File: config.mk
export PLATFORM = sky130hd
export DESIGN_NAME = unibus_arb
export DESIGN_NICKNAME = d
export VERILOG_FILES = /design/src/rtl/unibus_arb_pkg.sv /design/src/rtl/unibus_arb_prio.sv /design/src/rtl/unibus_arb.sv
export SDC_FILE = /design/constraint.sdc
export NUM_CORES = 1
export LEC_CHECK = 0
export CELL_PAD_IN_SITES_DETAIL_PLACEMENT = 1
export CELL_PAD_IN_SITES_GLOBAL_PLACEMENT = 2
export CORE_MARGIN = 3
export CORE_UTILIZATION = 33
export CTS_CLUSTER_DIAMETER = 40
export CTS_CLUSTER_SIZE = 25
export DETAILED_ROUTE_END_ITERATION = 16
export HOLD_SLACK_MARGIN = 0.02
export PLACE_DENSITY = 0.76
export SYNTH_ARGS = -nofsm -noshare
export SYNTH_HDL_FRONTEND = slang
export SYNTH_HIERARCHICAL = 1
export SYNTH_SLANG_ARGS = --single-unit
File: constraint.sdc
create_clock -name clk -period 2.65 [get_ports clk]
set_clock_uncertainty 0.1 [all_clocks]
set_input_delay 0.265 -clock clk [delete_from_list [all_inputs] [get_ports clk]]
set_output_delay 0.265 -clock clk [all_outputs]
set_load 0.01 [all_outputs]
File: src/rtl/unibus_arb_pkg.sv
// Shared definitions for the UNIBUS bus-grant arbiter.
//   arb_state_t : arbiter FSM state encoding
//   lvl_t       : request level of the latched winner (BR levels carry their
//                 own number so the low two bits index bus_bg_out[7:4])
//   DEF_TIMEOUT / DEF_DESKEW : default parameter values
//   ctr_width() : width of the shared deskew/timeout counter
package unibus_arb_pkg;

  typedef enum logic [1:0] {
    ST_IDLE     = 2'd0,
    ST_DESKEW   = 2'd1,
    ST_GRANT    = 2'd2,
    ST_SACKWAIT = 2'd3
  } arb_state_t;

  typedef enum logic [2:0] {
    LVL_NONE = 3'd0,
    LVL_NPR  = 3'd1,
    LVL_BR4  = 3'd4,
    LVL_BR5  = 3'd5,
    LVL_BR6  = 3'd6,
    LVL_BR7  = 3'd7
  } lvl_t;

  localparam int DEF_TIMEOUT = 1024;
  localparam int DEF_DESKEW  = 4;

  // Counter must hold the larger of the two load values; never narrower than 1 bit.
  function automatic int ctr_width(input int timeout, input int deskew);
    int m;
    m = (timeout > deskew) ? timeout : deskew;
    if (m < 1) m = 1;
    return $clog2(m + 1);
  endfunction

endpackage

File: src/rtl/unibus_arb_prio.sv
// Combinational priority encoder for the UNIBUS arbiter.
//   br_i      : bus requests BR7..BR4
//   npr_i     : non-processor request (always wins, ignores CPU state)
//   cpu_pri_i : processor priority; BRn only eligible when n > cpu_pri_i
//   cpu_brk_i : CPU at an instruction boundary; BR grants only then
//   winner_o  : winning level, LVL_NONE when nothing is eligible
//   valid_o   : a winner exists
module unibus_arb_prio
  import unibus_arb_pkg::*;
(
  input  logic [7:4] br_i,
  input  logic       npr_i,
  input  logic [2:0] cpu_pri_i,
  input  logic       cpu_brk_i,
  output lvl_t       winner_o,
  output logic       valid_o
);

  // NOTE: every output of a combinational block gets a default before any
  // conditional assignment, so no path leaves it unassigned (no latch).
  always_comb begin
    winner_o = LVL_NONE;
    valid_o  = 1'b0;
    if (npr_i) begin
      winner_o = LVL_NPR;
      valid_o  = 1'b1;
    end else if (cpu_brk_i) begin
      // Ascending scan: a later (higher) eligible level overrides a lower one.
      for (int n = 4; n <= 7; n++) begin
        if (br_i[n] && (3'(n) > cpu_pri_i)) begin
          winner_o = lvl_t'(3'(n));
          valid_o  = 1'b1;
        end
      end
    end
  end

endmodule

File: src/rtl/unibus_arb.sv
// UNIBUS bus arbiter: picks NPR or the highest eligible BR, waits DESKEW idle
// cycles, then asserts a registered grant until SACK or TIMEOUT.
//   clk, reset        : clock, asynchronous active-low reset
//   bus_init          : synchronous clear, overrides every transition
//   bus_br[7:4]       : bus requests        bus_npr : non-processor request
//   bus_sack          : selection acknowledge
//   bus_bbsy          : bus busy (observed only; arbitration overlaps transfers)
//   cpu_pri, cpu_brk  : processor priority and instruction-boundary flag
//   bus_bg_out[7:4]   : one-hot BR grant    bus_npg_out : NPR grant
//   arb_busy          : FSM not in IDLE     nosack : one-cycle grant timeout pulse
module unibus_arb
  import unibus_arb_pkg::*;
#(
  parameter int TIMEOUT = DEF_TIMEOUT,
  parameter int DESKEW  = DEF_DESKEW
) (
  input  logic       clk,
  input  logic       reset,
  input  logic       bus_init,
  input  logic [7:4] bus_br,
  input  logic       bus_npr,
  input  logic       bus_sack,
  input  logic       bus_bbsy,
  input  logic [2:0] cpu_pri,
  input  logic       cpu_brk,
  output logic [7:4] bus_bg_out,
  output logic       bus_npg_out,
  output logic       arb_busy,
  output logic       nosack
);

  localparam int            CW     = ctr_width(TIMEOUT, DESKEW);
  localparam logic [CW-1:0] TMO_LD = CW'(TIMEOUT);
  localparam logic [CW-1:0] DSK_LD = CW'(DESKEW);
  localparam logic [CW-1:0] ONE    = CW'(1);

  arb_state_t    state_q, state_d;
  logic [CW-1:0] ctr_q, ctr_d;
  lvl_t          win_q, win_d;
  logic [7:4]    bg_q, bg_d;
  logic          npg_q, npg_d;
  logic          nosack_q, nosack_d;

  lvl_t prio_win;
  logic prio_valid;

  // Bus busy deliberately does not gate arbitration.
  logic bbsy_unused;
  assign bbsy_unused = bus_bbsy;

  unibus_arb_prio u_prio (
    .br_i      (bus_br),
    .npr_i     (bus_npr),
    .cpu_pri_i (cpu_pri),
    .cpu_brk_i (cpu_brk),
    .winner_o  (prio_win),
    .valid_o   (prio_valid)
  );

  always_comb begin
    state_d  = state_q;
    ctr_d    = ctr_q;
    win_d    = win_q;
    nosack_d = 1'b0;

    unique case (state_q)
      ST_IDLE: begin
        ctr_d = '0;
        win_d = LVL_NONE;
        // A device still holding SACK blocks a new decision.
        if (!bus_sack && prio_valid) begin
          win_d = prio_win;
          if (DESKEW == 0) begin
            state_d = ST_GRANT;
            ctr_d   = TMO_LD;
          end else begin
            state_d = ST_DESKEW;
            ctr_d   = DSK_LD;
          end
        end
      end
      ST_DESKEW: begin
        // Loaded with DESKEW, so exactly DESKEW cycles are spent here.
        if (ctr_q <= ONE) begin
          state_d = ST_GRANT;
          ctr_d   = TMO_LD;
        end else begin
          ctr_d = ctr_q - ONE;
        end
      end
      ST_GRANT: begin
        // SACK is tested first so it wins over a simultaneous timeout.
        if (bus_sack) begin
          state_d = ST_SACKWAIT;
          ctr_d   = '0;
        end else if (ctr_q <= ONE) begin
          state_d  = ST_IDLE;
          ctr_d    = '0;
          win_d    = LVL_NONE;
          nosack_d = 1'b1;
        end else begin
          ctr_d = ctr_q - ONE;
        end
      end
      ST_SACKWAIT: begin
        if (!bus_sack) begin
          state_d = ST_IDLE;
          win_d   = LVL_NONE;
        end
      end
      default: state_d = ST_IDLE;
    endcase

    if (bus_init) begin
      state_d  = ST_IDLE;
      ctr_d    = '0;
      win_d    = LVL_NONE;
      nosack_d = 1'b0;
    end

    // Grants are registered: asserted on the edge that enters GRANT, held
    // there, and cleared on the edge that leaves it. Only one can be set.
    bg_d  = '0;
    npg_d = 1'b0;
    if (state_d == ST_GRANT) begin
      if (win_d == LVL_NPR) npg_d = 1'b1;
      else if (win_d[2])    bg_d  = 4'b0001 << win_d[1:0];
    end
  end

  // NOTE: sequential state uses non-blocking assignments so every register
  // samples the pre-edge values regardless of statement order.
  always_ff @(posedge clk or negedge reset) begin
    if (!reset) begin
      state_q  <= ST_IDLE;
      ctr_q    <= '0;
      win_q    <= LVL_NONE;
      bg_q     <= '0;
      npg_q    <= 1'b0;
      nosack_q <= 1'b0;
    end else begin
      state_q  <= state_d;
      ctr_q    <= ctr_d;
      win_q    <= win_d;
      bg_q     <= bg_d;
      npg_q    <= npg_d;
      nosack_q <= nosack_d;
    end
  end

  assign bus_bg_out  = bg_q;
  assign bus_npg_out = npg_q;
  assign arb_busy    = (state_q != ST_IDLE);
  assign nosack      = nosack_q;

endmodule
== Yosys cells after proc, flatten, opt, wreduce, memory -nomap -nowiden ==
Index checks and enable logic that the tools add are counted.

* Bits in registers: 22
* Output and inout bits: 7
* Input port bits: 14
* Logic and storage cells: 67

* Magnitude comparators: 5
* Equality and inequality tests: 5
* Reductions and logical operators: 9
* Shift-type cells: 1
* Add/sub/neg operators: 1
* Mux-type cells: 40

{| class="wikitable"
|+ Operators with widths
! kind !! number
|-
| 11-bit 2-to-1 mux || 4
|-
| 3-bit 2-to-1 mux || 12
|-
| 11-bit case mux with 3 select lines || 1
|-
| 3-bit > comparator, first input constant || 4
|-
| 1-bit 2-to-1 mux || 12
|-
| 2-bit 2-to-1 mux || 6
|-
| 4-bit 2-to-1 mux || 3
|-
| 11-bit by 1-bit <= comparator with 1-bit output, second input constant || 1
|-
| 11-bit by 1-bit subtractor with 11-bit output, second input constant || 1
|-
| 3-bit case mux with 3 select lines || 1
|-
| 2-bit case mux with 4 select lines || 1
|-
| 2-bit equality test, second input constant || 3
|-
| 1-bit logical AND || 5
|-
| 4-bit nonzero test || 1
|-
| 1-bit by 2-bit left shift with 4-bit output, first input constant || 1
|-
| 3-bit by 1-bit equality test with 1-bit output, second input constant || 1
|-
| 2-bit by 1-bit equality test with 1-bit output, second input constant || 1
|-
| 2-bit logical NOT || 1
|-
| 2-bit nonzero test || 1
|-
| 1-bit logical NOT || 1
|}

== Depth between registers and ports, before layout ==
Gate-level depths: netlist of the first run.

* Depth in word-level cells: 16
* Depth in mapped cells: 9
* Depth with buffers taken out: 8

== Cells and area by module ==
The synthesis of the first run kept the hierarchy.

{| class="wikitable"
|+ By module, submodules not included
! module !! times used !! seq. area each (µm²) !! cells each !! area each (µm²)
|-
| unibus_arb || 1 || 550.5 || 140 || 1,325.0
|-
| unibus_arb_prio || 1 || 0.0 || 18 || 120.1
|}

== Least setup slack after synthesis of the first run ==
No wires, ideal clock.

* Kind: register -> register
* Start point: reg state_q[1]
* End point: reg bg_q (netlist bit bus_bg_out[6])
* Setup time: 80 ps
* Cell stages (with the launch flop): 9
* Arrival time: 1,999 ps
* Required time: 2,470 ps
* Path buffers: 1
* Path slack: 471 ps
* Cells stage by stage: dfrtp_1 -> inv_1 -> ha_1 -> buf_2 -> and4bb_2 -> a21oi_1 -> or3_2 -> a211o_1 -> nor3b_2

* Word-level cells in the longest chain between the ends: 7

{| class="wikitable"
|+ RTL lines
! element !! line !! text
|-
| from (decl) || unibus_arb.sv:37 || <nowiki>arb_state_t state_q, state_d;</nowiki>
|-
| from (signal assigned) || unibus_arb.sv:142 || <nowiki>state_q <= state_d;</nowiki>
|-
| 2-bit equality test / 2-bit logical NOT (equally long branches) || unibus_arb.sv:66 || <nowiki>unique case (state_q)</nowiki>
|-
| 3-bit case mux with 3 select lines || unibus_arb.sv:66 ||
|-
| 3-bit 2-to-1 mux || unibus_arb.sv:114 || <nowiki>if (bus_init) begin</nowiki>
|-
| 1-bit by 2-bit left shift with 4-bit output || unibus_arb.sv:127 || <nowiki>else if (win_d[2]) bg_d = 4'b0001 << win_d[1:0];</nowiki>
|-
| 4-bit 2-to-1 mux || unibus_arb.sv:127 ||
|-
| 4-bit 2-to-1 mux || unibus_arb.sv:126 || <nowiki>if (win_d == LVL_NPR) npg_d = 1'b1;</nowiki>
|-
| 4-bit 2-to-1 mux (*) || unibus_arb.sv:125 || <nowiki>if (state_d == ST_GRANT) begin</nowiki>
|-
| net bg_d (one bit) || unibus_arb.sv:40 || <nowiki>logic [7:4] bg_q, bg_d;</nowiki>
|-
| to (signal assigned) || unibus_arb.sv:145 || <nowiki>bg_q <= bg_d;</nowiki>
|-
| to (decl) || unibus_arb.sv:40 ||
|}

The timed path passes the listed nets; every way through them passes the cells marked *.
A chain may end at the register's enable or synchronous reset.

== Worst setup path in the final report of the first run ==
* Start point: in cpu_pri[0]
* End point: reg bg_q (netlist bit bus_bg_out[6])

* Word-level cells in the longest chain between the ends: 16

{| class="wikitable"
|+ RTL lines
! element !! line !! text
|-
| from (decl) || unibus_arb.sv:24 || <nowiki>input logic [2:0] cpu_pri,</nowiki>
|-
| 3-bit > comparator || unibus_arb_prio.sv:30 || <nowiki>if (br_i[n] && (3'(n) > cpu_pri_i)) begin</nowiki>
|-
| 1-bit logical AND || unibus_arb_prio.sv:30 ||
|-
| 1-bit 2-to-1 mux (3 in series) || unibus_arb_prio.sv:30 ||
|-
| 1-bit 2-to-1 mux (*) || unibus_arb_prio.sv:30 ||
|-
| 1-bit 2-to-1 mux (*) || unibus_arb_prio.sv:27 || <nowiki>end else if (cpu_brk_i) begin</nowiki>
|-
| 1-bit 2-to-1 mux (*) || unibus_arb_prio.sv:24 || <nowiki>if (npr_i) begin</nowiki>
|-
| net prio_valid || unibus_arb.sv:45 || <nowiki>logic prio_valid;</nowiki>
|-
| 1-bit logical AND (*) || unibus_arb.sv:71 || <nowiki>if (!bus_sack && prio_valid) begin</nowiki>
|-
| 3-bit 2-to-1 mux || unibus_arb.sv:71 ||
|-
| 3-bit case mux with 3 select lines || unibus_arb.sv:66 ||
|-
| 3-bit 2-to-1 mux || unibus_arb.sv:114 ||
|-
| 1-bit by 2-bit left shift with 4-bit output || unibus_arb.sv:127 ||
|-
| 4-bit 2-to-1 mux || unibus_arb.sv:127 ||
|-
| 4-bit 2-to-1 mux || unibus_arb.sv:126 ||
|-
| 4-bit 2-to-1 mux (*) || unibus_arb.sv:125 ||
|-
| net bg_d (one bit) || unibus_arb.sv:40 ||
|}

Marked as above.

==> impl_metrics.py, run 1 <==
metrics = {
    "status": {
        "status": "complete, no violations",
    },
    "synthesis": {
        "ys_warn_count": 6,
        "synth_ff_type": "dfrtp_1",
        "synth_edf_count": 0,
        "synth_fp_nets": 178,
        "synthCells": 158,
        "seq_area_frac_synth": 0.381,
        "syn_avg_cell_area_um2": 9.15,
        "synth.distinct_cells": 49,
        "synth.cell_area_um2": 1450,
        "async_flop_share": 1.00,
        "ys_ff_latch": 22,
    },
    "final_layout": {
        "drive_gt1_frac": 0.156,
        "regArea_um2": 551,
        "nNetsFinal": 207,
        "postLayoutCellArea_um2": 1820,
        "n_antenna_cell": 0,
        "final_common_cell": "dfrtp_1",
        "final_cell_mix": "dfrtp_1, clkdlybuf4s50_1, nand2_1",
        "syn2layout_area_growth_pct": 25.9,
        "multi_input_area_um2": 821,
        "nFillCells": 480,
    },
    "critical_path": {
        "worst_path_max_delay_cell": "clkdlybuf4s50_1",
        "r2r_end": "ctr_q[10]",
        "startpoint": "cpu_pri[0]",
        "worst_path_largest_cell_delay_ns": 0.49,
        "worst_setup_path_start_kind": "input port",
        "crit_path_max_fanout": 4,
        "cpLargestDelayFamily": "compound AO/OA/AOI/OAI gates",
        "reg2reg_slack_ns": 0.26,
        "cp_num_buf_inv": 1,
        "crit_end": "bus_bg_out[6]",
        "r2r_start": "ctr_q[6]",
        "crit_type": "input port to flop",
        "path_depth": 9,
        "ff2ff_path_depth": 5,
        "required_ns": 2.74,
        "cpMostUsedCell": "o211ai_2",
        "endpoint_kind": "flop",
        "crit_chain": "clkdlybuf4s50_1 -> o21ai_2 -> o211ai_2 -> o211ai_2 -> and4bb_2 -> a21oi_1 -> or3_2 -> a211o_1 -> nor3b_2",
        "crit_arrival_ns": 2.56,
    },
    "floorplan": {
        "die_w_um": 72.2,
        "coreArea_um2": 4120,
        "die_h_um": 72.2,
        "die_area_um2": 5210,
        "std_cell_rows": 23,
        "start_util": 0.351,
        "pin_count": 21,
    },
    "sta": {
        "tightestPinTransition_ns": 0.541,
        "finalCritPeriodShare": 0.934,
        "max_freq_mhz": 404,
        "period_needed_ns": 2.48,
        "hold_ws_ns": 0.259,
        "max_slew_margin": 0.637,
        "drv_slew": 0,
        "rsz0062_at_grt": "no",
        "hold_viol": 0,
        "final-setup-viol-count": 0,
    },
    "global_route": {
        "grt_max_degree": 23,
        "grtUsageTotal": 0.165,
        "grt_overflow": 0,
        "antenna_found_initial": 0,
        "grt_pass1_vias": 1403,
        "grt_pass1_wl_um": 6870,
    },
    "clock_tree": {
        "clock-sinks": 22,
        "clk_latency_ns": 0.26,
        "tritoncts": "yes",
        "cts_setup_buffers": 0,
        "clockRootBuffer": "clkbuf_8",
        "ctsHoldBuffers": 0,
        "cts_buffer_depth": 2,
        "ctsHtreeMaxLevel": 1,
        "cts_inserted_buffers": 3,
        "cts.reportedPaths.clkPinSlew_ns": 0.08,
        "post_cts_resized": 0,
    },
    "power": {
        "pwr-share-clk": 0.275,
        "combPwrFrac": 0.394,
        "swShare": 0.337,
        "p_sw_uw": 381,
        "p_per_area_nw_per_um2": 623,
        "pwr-share-seq": 0.331,
        "leakage_nw": 0.809,
        "ir_worst_vdd_v": 0.000385,
        "p_int_uw": 751,
    },
    "detailed_routing": {
        "avgViaCountPerCell": 5.58,
        "drt-wirelength-per-cell_um": 16.5,
        "routed_wirelength_um": 3890,
        "antenna_left": 0,
        "drtIter0Drc": 37,
        "drc": 0,
        "vias": 1317,
        "first_pass_iters": 4,
    },
    "run": {
        "maxCapViolCount": 0,
    },
    "hold_path": {
        "hold_path_class": "input port to async pin",
    },
    "placed_design": {
        "gp_congestion": 0.771,
        "dpl_cell_area_um2": 1750,
        "port_buffers": 19,
        "dp_hpwl_um": 3030,
    },
}
-- worst reg2reg max path, stage by stage, from the launching register on --
cell and delay (ns):
dfrtp_1 0.46, nor4_1 0.49, o2111a_1 0.42, or3_1 0.39, o21ai_0 0.17, a22o_1 0.25
-- power groups by stage --
stage | Clock, mW | Sequential, mW | Combinational, mW
CTS | 0.319 | 0.375 | 0.448
global route | 0.342 | 0.378 | 0.496
global placement | 0 | 0.380 | 0.430
finish | 0.311 | 0.375 | 0.446
detailed placement | 0 | 0.381 | 0.445
floorplan | 0 | 0.376 | 0.286
-- registers in the layout, indices dropped and copies added (netlist names) --
signal,count
win_q,3
state_q,2
bus_npg_out,1
bus_bg_out,4
ctr_q,11
nosack,1
-- metrics by stage --
step	instances	worst slack (ns)	utilization	power (mW)	setup TNS, ns
2_1_floorplan	158	0.471	-	0.662	0
3_3_place_gp	232	-0.0423	0.425	0.811	-0.0626
3_5_place_dp	232	-0.131	0.425	0.827	-0.386
4_1_cts	236	0.162	0.442	1.14	0
5_1_grt	236	0.0540	0.442	1.22	0
6_report	236	0.175	0.442	1.13	0
-- layout make-up --
cell class | instances | share of cell area
Timing Repair Buffer | 30 | 0.150
Clock buffer | 3 | 0.0227
Sequential cell | 22 | 0.303
Inverter | 11 | 0.0227
Multi-Input combinational cell | 119 | 0.451
Clock inverter | 1 | 0.0165
Tap cell | 50 | 0.0344
-- synthesized netlist by cell type, types with 2 or more instances --
library cell | instances | area [um2]
a211oi_1 | 2 | 15.0
o22ai_1 | 3 | 18.8
nor2b_1 | 3 | 18.8
or3_1 | 3 | 18.8
a211o_1 | 2 | 17.5
nand2_1 | 16 | 60.1
o21ai_0 | 14 | 70.1
nor4_1 | 5 | 31.3
o211ai_2 | 2 | 25.0
inv_1 | 11 | 41.3
clkbuf_1 | 3 | 11.3
nor2_1 | 9 | 33.8
buf_2 | 2 | 10.0
nor3b_2 | 2 | 25.0
o211ai_1 | 2 | 15.0
dfrtp_1 | 22 | 551
a21oi_1 | 6 | 30.0
a21o_1 | 4 | 30.0
nor3b_1 | 2 | 15.0
a22o_1 | 3 | 26.3
nand2b_1 | 2 | 12.5
nor3_1 | 7 | 35.0
nand3b_1 | 2 | 15.0
ha_1 | 6 | 75.1
-- logic make-up after synthesis --
| family | Yosys count | share of synthesized area |
|---|---|---|
| multiplexers | 1 | 0.00779 |
| buffers and inverters | 17 | 0.0511 |
| adder cells (fa/ha/maj) | 6 | 0.0519 |
| XOR/XNOR | 2 | 0.0121 |
| flip-flops | 22 | 0.381 |
| AO/OA/AOI/OAI | 51 | 0.254 |
| AND/OR/NAND/NOR | 59 | 0.242 |
-- routing by layer --
metal  track usage  part of all wire
met1         0.220              0.49
met2         0.274              0.47
met3        0.0416             0.038
met4        0.0292            0.0064
met5             0                 0
-- how the worst min path moves through the flow --
stage / endpoint / slack, ns / cells past startpoint
after detailed placement: ctr_q[9] / 0.41 / 1
final: state_q[0] / 0.26 / 2
after floorplan: bus_bg_out[4] / -0.13 / 0
after global placement: ctr_q[9] / 0.40 / 1
after CTS: state_q[0] / 0.28 / 2
after global routing: win_q[1] / 0.28 / 2
No activity file was read; power rests on OpenSTA's default activity.
==> run 2, diff against run 1 <==
- CORE_MARGIN: 3 -> 1.5
==> run 2 against run 1 <==
Effect of this change: clock power is 19% lower; cell count fell by 0.42%; largest cell class unchanged; die area is 8.1% lower; sequential power about the same; design area fell by 1.3%; critical path depth did not move; maximum frequency rose by 0.58%; via count fell by 0.46%; first-iteration DRC count increased by 57%; register-to-register slack got worse by 0.03 ns; hold slack got worse by 0.013 ns; routed wire length increased by 0.75%.
==> impl_metrics.py, run 2 (same netlist as run 1, synthesis figures left out) <==
metrics = {
    "sta": {
        "period_needed_ns": 2.46,
        "hold_viol": 0,
        "tightestPinTransition_ns": 0.631,
        "drv_slew": 0,
        "rsz0062_at_grt": "no",
        "max_freq_mhz": 406,
        "finalCritPeriodShare": 0.929,
        "hold_ws_ns": 0.247,
        "final-setup-viol-count": 0,
        "max_slew_margin": 0.576,
        "setup_ws_ns": 0.189,
        "finalSetupTns_ns": 0,
    },
    "final_layout": {
        "syn2layout_area_growth_pct": 24.2,
        "nNetsFinal": 206,
        "largest_reg_flops": 11,
        "drive_gt1_frac": 0.151,
        "final_cell_mix": "dfrtp_1, clkdlybuf4s50_1, nand2_1",
        "largest-register": "ctr_q",
        "final_common_cell": "dfrtp_1",
        "n_antenna_cell": 0,
    },
    "floorplan": {
        "die_w_um": 69.2,
        "pin_count": 21,
        "die_area_um2": 4790,
        "std_cell_rows": 23,
        "die_h_um": 69.2,
        "coreArea_um2": 4120,
        "start_util": 0.351,
    },
    "clock_tree": {
        "cts_inserted_buffers": 3,
        "ctsHtreeMaxLevel": 1,
        "clock-sinks": 22,
        "post_cts_resized": 0,
        "tritoncts": "yes",
        "ctsHoldBuffers": 0,
        "cts_setup_buffers": 0,
        "clockRootBuffer": "clkbuf_8",
        "cts_buffer_depth": 2,
        "clk_latency_ns": 0.27,
        "cts.reportedPaths.clkPinSlew_ns": 0.09,
    },
    "detailed_routing": {
        "drt-wirelength-per-cell_um": 16.7,
        "drc": 0,
        "routed_wirelength_um": 3910,
        "vias": 1311,
        "first_pass_iters": 4,
        "antenna_left": 0,
        "avgViaCountPerCell": 5.58,
        "drtIter0Drc": 58,
    },
    "global_route": {
        "grt_max_degree": 23,
        "grt_pass1_wl_um": 6890,
        "grt_pass1_vias": 1382,
        "grtUsageTotal": 0.176,
        "antenna_found_initial": 0,
        "grt_overflow": 0,
    },
    "hold_path": {
        "hold_path_class": "input port to async pin",
    },
    "critical_path": {
        "crit_type": "input port to flop",
        "reg2reg_slack_ns": 0.23,
        "required_ns": 2.73,
        "startpoint": "cpu_pri[0]",
        "crit_arrival_ns": 2.54,
        "ff2ff_path_depth": 5,
        "endpoint_kind": "flop",
        "crit_path_max_fanout": 4,
        "crit_end": "bus_bg_out[4]",
        "r2r_end": "ctr_q[10]",
        "r2r_start": "ctr_q[6]",
        "worst_setup_path_start_kind": "input port",
    },
    "run": {
        "maxCapViolCount": 0,
    },
    "placed_design": {
        "dp_hpwl_um": 2940,
        "dpl_worst_slack_ns": -0.108,
        "gp_congestion": 0.799,
        "port_buffers": 19,
    },
    "power": {
        "p_sw_uw": 390,
        "pwr-share-seq": 0.352,
        "ir_worst_vdd_v": 0.000203,
        "pwr-share-clk": 0.236,
        "swShare": 0.366,
        "finalPower_mw": 1.07,
        "leakage_nw": 0.798,
        "p_per_area_nw_per_um2": 594,
        "p_int_uw": 676,
        "combPwrFrac": 0.412,
    },
    "status": {
        "status": "complete, no violations",
    },
}
-- run 2: power by group through the flow --
stage / logic (mW) / registers, mW / clock network [mW]
floorplan: 0.286 / 0.376 / 0
global placement: 0.425 / 0.380 / 0
detailed placement: 0.435 / 0.382 / 0
CTS: 0.439 / 0.376 / 0.262
global route: 0.490 / 0.379 / 0.268
finish: 0.439 / 0.375 / 0.252
-- run 2: cell type report --
cell class,count,area [um2]
tap,50,62.6
sequential,22,551
clock buffer,4,55.1
fill,478,2320
inverter,11,41.3
timing repair buffer,29,265
multi-input combinational,119,821
-- run 2: per-stage QoR --
step / instance area, um2 / std cells / utilization
final: 1800 / 235 / 0.436
after global routing: 1800 / 235 / 0.436
after CTS: 1800 / 235 / 0.436
after global placement: 1740 / 231 / 0.423
after floorplan: 1450 / 158 / -
after detailed placement: 1740 / 231 / 0.423
-- run 2: how the worst min path moves through the flow --
stage / depth (start not counted) / end / slack (ns) / startpoint
floorplan: 0 / bus_bg_out[4] / -0.13 / reset
CTS: 2 / state_q[0] / 0.26 / reset
global placement: 1 / ctr_q[9] / 0.40 / ctr_q[9]
global route: 2 / state_q[0] / 0.27 / reset
detailed placement: 1 / ctr_q[9] / 0.42 / ctr_q[9]
finish: 2 / ctr_q[2] / 0.25 / reset
-- run 2: layer usage --
metal | track usage | wire length, um | vias to the layer above
li1 | - | - | 636
met1 | 0.250 | 1990 | 653
met2 | 0.280 | 1770 | 17
met3 | 0.0247 | 97 | 5
met4 | 0.0479 | 49 | 0
met5 | 0 | 0 | -
-- run 2: critical path: stages --
cell	delay, ns
clkdlybuf4s50_1	0.49
o21ai_2	0.19
o211ai_2	0.14
o211ai_2	0.16
and4bb_2	0.26
a21oi_1	0.06
or3_2	0.40
a211o_1	0.39
nor3_1	0.18
==> run 3, diff against run 2 <==
- CAP_MARGIN: default -> 10
==> results of run 3 <==
Same layout as run 2: the final DEF is identical, and so are final timing and power.
==> edit: new RTL, flow settings as in run 1 <==
Take the reset off `bg_q` and load it in a clocked block of its own.
--- a/src/rtl/unibus_arb.sv
+++ b/src/rtl/unibus_arb.sv
@@ -135,17 +135,19 @@
       state_q  <= ST_IDLE;
       ctr_q    <= '0;
       win_q    <= LVL_NONE;
-      bg_q     <= '0;
       npg_q    <= 1'b0;
       nosack_q <= 1'b0;
     end else begin
       state_q  <= state_d;
       ctr_q    <= ctr_d;
       win_q    <= win_d;
-      bg_q     <= bg_d;
       npg_q    <= npg_d;
       nosack_q <= nosack_d;
     end
+  end
+
+  always_ff @(posedge clk) begin
+    bg_q <= bg_d;
   end
 
   assign bus_bg_out  = bg_q;
Behaviour: differs if reset is asserted again (counterexample within 10 cycles, from zero or initial values and one cycle with reset low); with reset held inactive, the same outputs for 10 cycles.
==> edit against run 1 <==
Final cell count fell by 3.0%; cell area is 1.2% lower; synthesized area increased by 2.2%; synthesized cell count is 0.63% lower; setup slack better by 0.15 ns; via count decreased by 5.8%; register-to-register slack improved by 0.08 ns; power up 19%; sequential cell count unchanged; wire length grew 1.1%; critical path type unchanged.
==> edit: results (changes against run 1) <==
metric,value,unit,change
DRT Pass-1 Iters,4,,unchanged
Reg-to-Reg End,bus_bg_out[6],,
Post-Syn Nets,177,,-0.56%
met2 Resource Use GR,26.75,%,-0.65 points
CTS max path bufs,2,,unchanged
grt met3 use,2.893,%,-1.3 points
wire length on met3,145,um,-1.4%
"top cells by area, synth","dfrtp_1, dfxtp_1, ha_1",,
Clock group,0.323,mW,+4%
Post-CTS Setup Bufs,0,,unchanged
Filler cells,504,,+5.0%
Seq pwr share,28.7,%,-4.4 points
switching pwr,0.5028,mW,+32%
Netlist cell types,56,,+14%
"Largest stage delay, worst path",0.50,ns,
M1 WL,1937,um,+1.9%
Seq. pwr,0.386,mW,+3%
number of global-route vias before repair,1355,,-3.4%
n_diodes,0,,unchanged
# DRC,0,,unchanged
worst r2r path cells,8,,+3
Max-slew headroom,44.07,%,-20 points
routability congestion estimate,0.8327,,+8.0%
"Seq/Total Area, Yosys",35.93,%,-2.2 points
Leakage,0.8098,nW,+0.11%
largest net degree at the start of global routing,19,,-17%
Setup CP Type,primary input to flop,,
Fin. Hold Viols,0,,unchanged
worst hold path type,primary input to asynchronous set/reset pin,,
"top cells by count, synth","dfrtp_1, inv_1, nor2_1",,
H-tree Lvls,1,,unchanged
clk_lat worst skew,0.27,ns,
WL met2,1821,um,+0.50%
initial antenna violation count,0,,unchanged
Async SR Flop Fraction,81.82,%,-18 points
yosys warns,6,,unchanged
DR iter-0 viols,66,,+78%
Reg-to-Reg Start,state_q[1],,
Post-DP HPWL,2982,um,-1.7%
outcome,"finished, final reports clean",,
Final nets,200,,-3.4%
total track usage,16.31,%,-0.20 points
Worst Setup SP,cpu_pri[0],,
M1 GR Usage,22.68,%,+0.70 points
peak supply drop,409.6,uV,+6.5%
"wirelength, routed",3926,um,+1.1%
Via density,5.419,,-2.9%
Setup WS post-layout,0.3215,ns,+0.1467 ns
pre-CTS WS,0.05750,ns,+0.1885 ns
dpl cell area,1725,sq um,-1.3%
share of cells above drive strength 1,13.97,%,-1.6 points
crit-path max FO,4,,unchanged
CTS Buf Count,3,,unchanged
Reg with most FFs,ctr_q,,
Register-to-Register Setup Slack,0.34,ns,+0.08 ns
first-pass GRT wire length,6844,um,-0.41%
Crit path arrival time,2.38,ns,-0.18 ns
-- edit: cell families after synthesis --
group | synth area share, %
AOI/OAI and AO/OA | 23.65
xor gates and xnor gates | 0.5933
adders and majority gates | 5.085
buffers and inverters | 6.355
DFF | 35.93
muxes | 0.6780
and+or+nand+nor | 27.71
-- edit: through the flow --
| step | hold slack (ns) | cells | util, % |
|---|---|---|---|
| finish | 0.3734 | 229 | 43.36 |
| global route | 0.4463 | 229 | 43.36 |
| CTS | 0.4123 | 229 | 43.36 |
| detailed placement | 0.4394 | 225 | 41.64 |
| global placement | 0.4230 | 225 | 41.64 |
| floorplan | -0.1306 | 157 | - |
-- edit: layout make-up --
cell class	instances	area share, %
sequential	22	29.53
multi-input combinational	116	47.42
timing repair buffer	25	13.09
clock inverter	1	1.671
clock buffer	3	2.298
tap	50	3.482
inverter	12	2.507
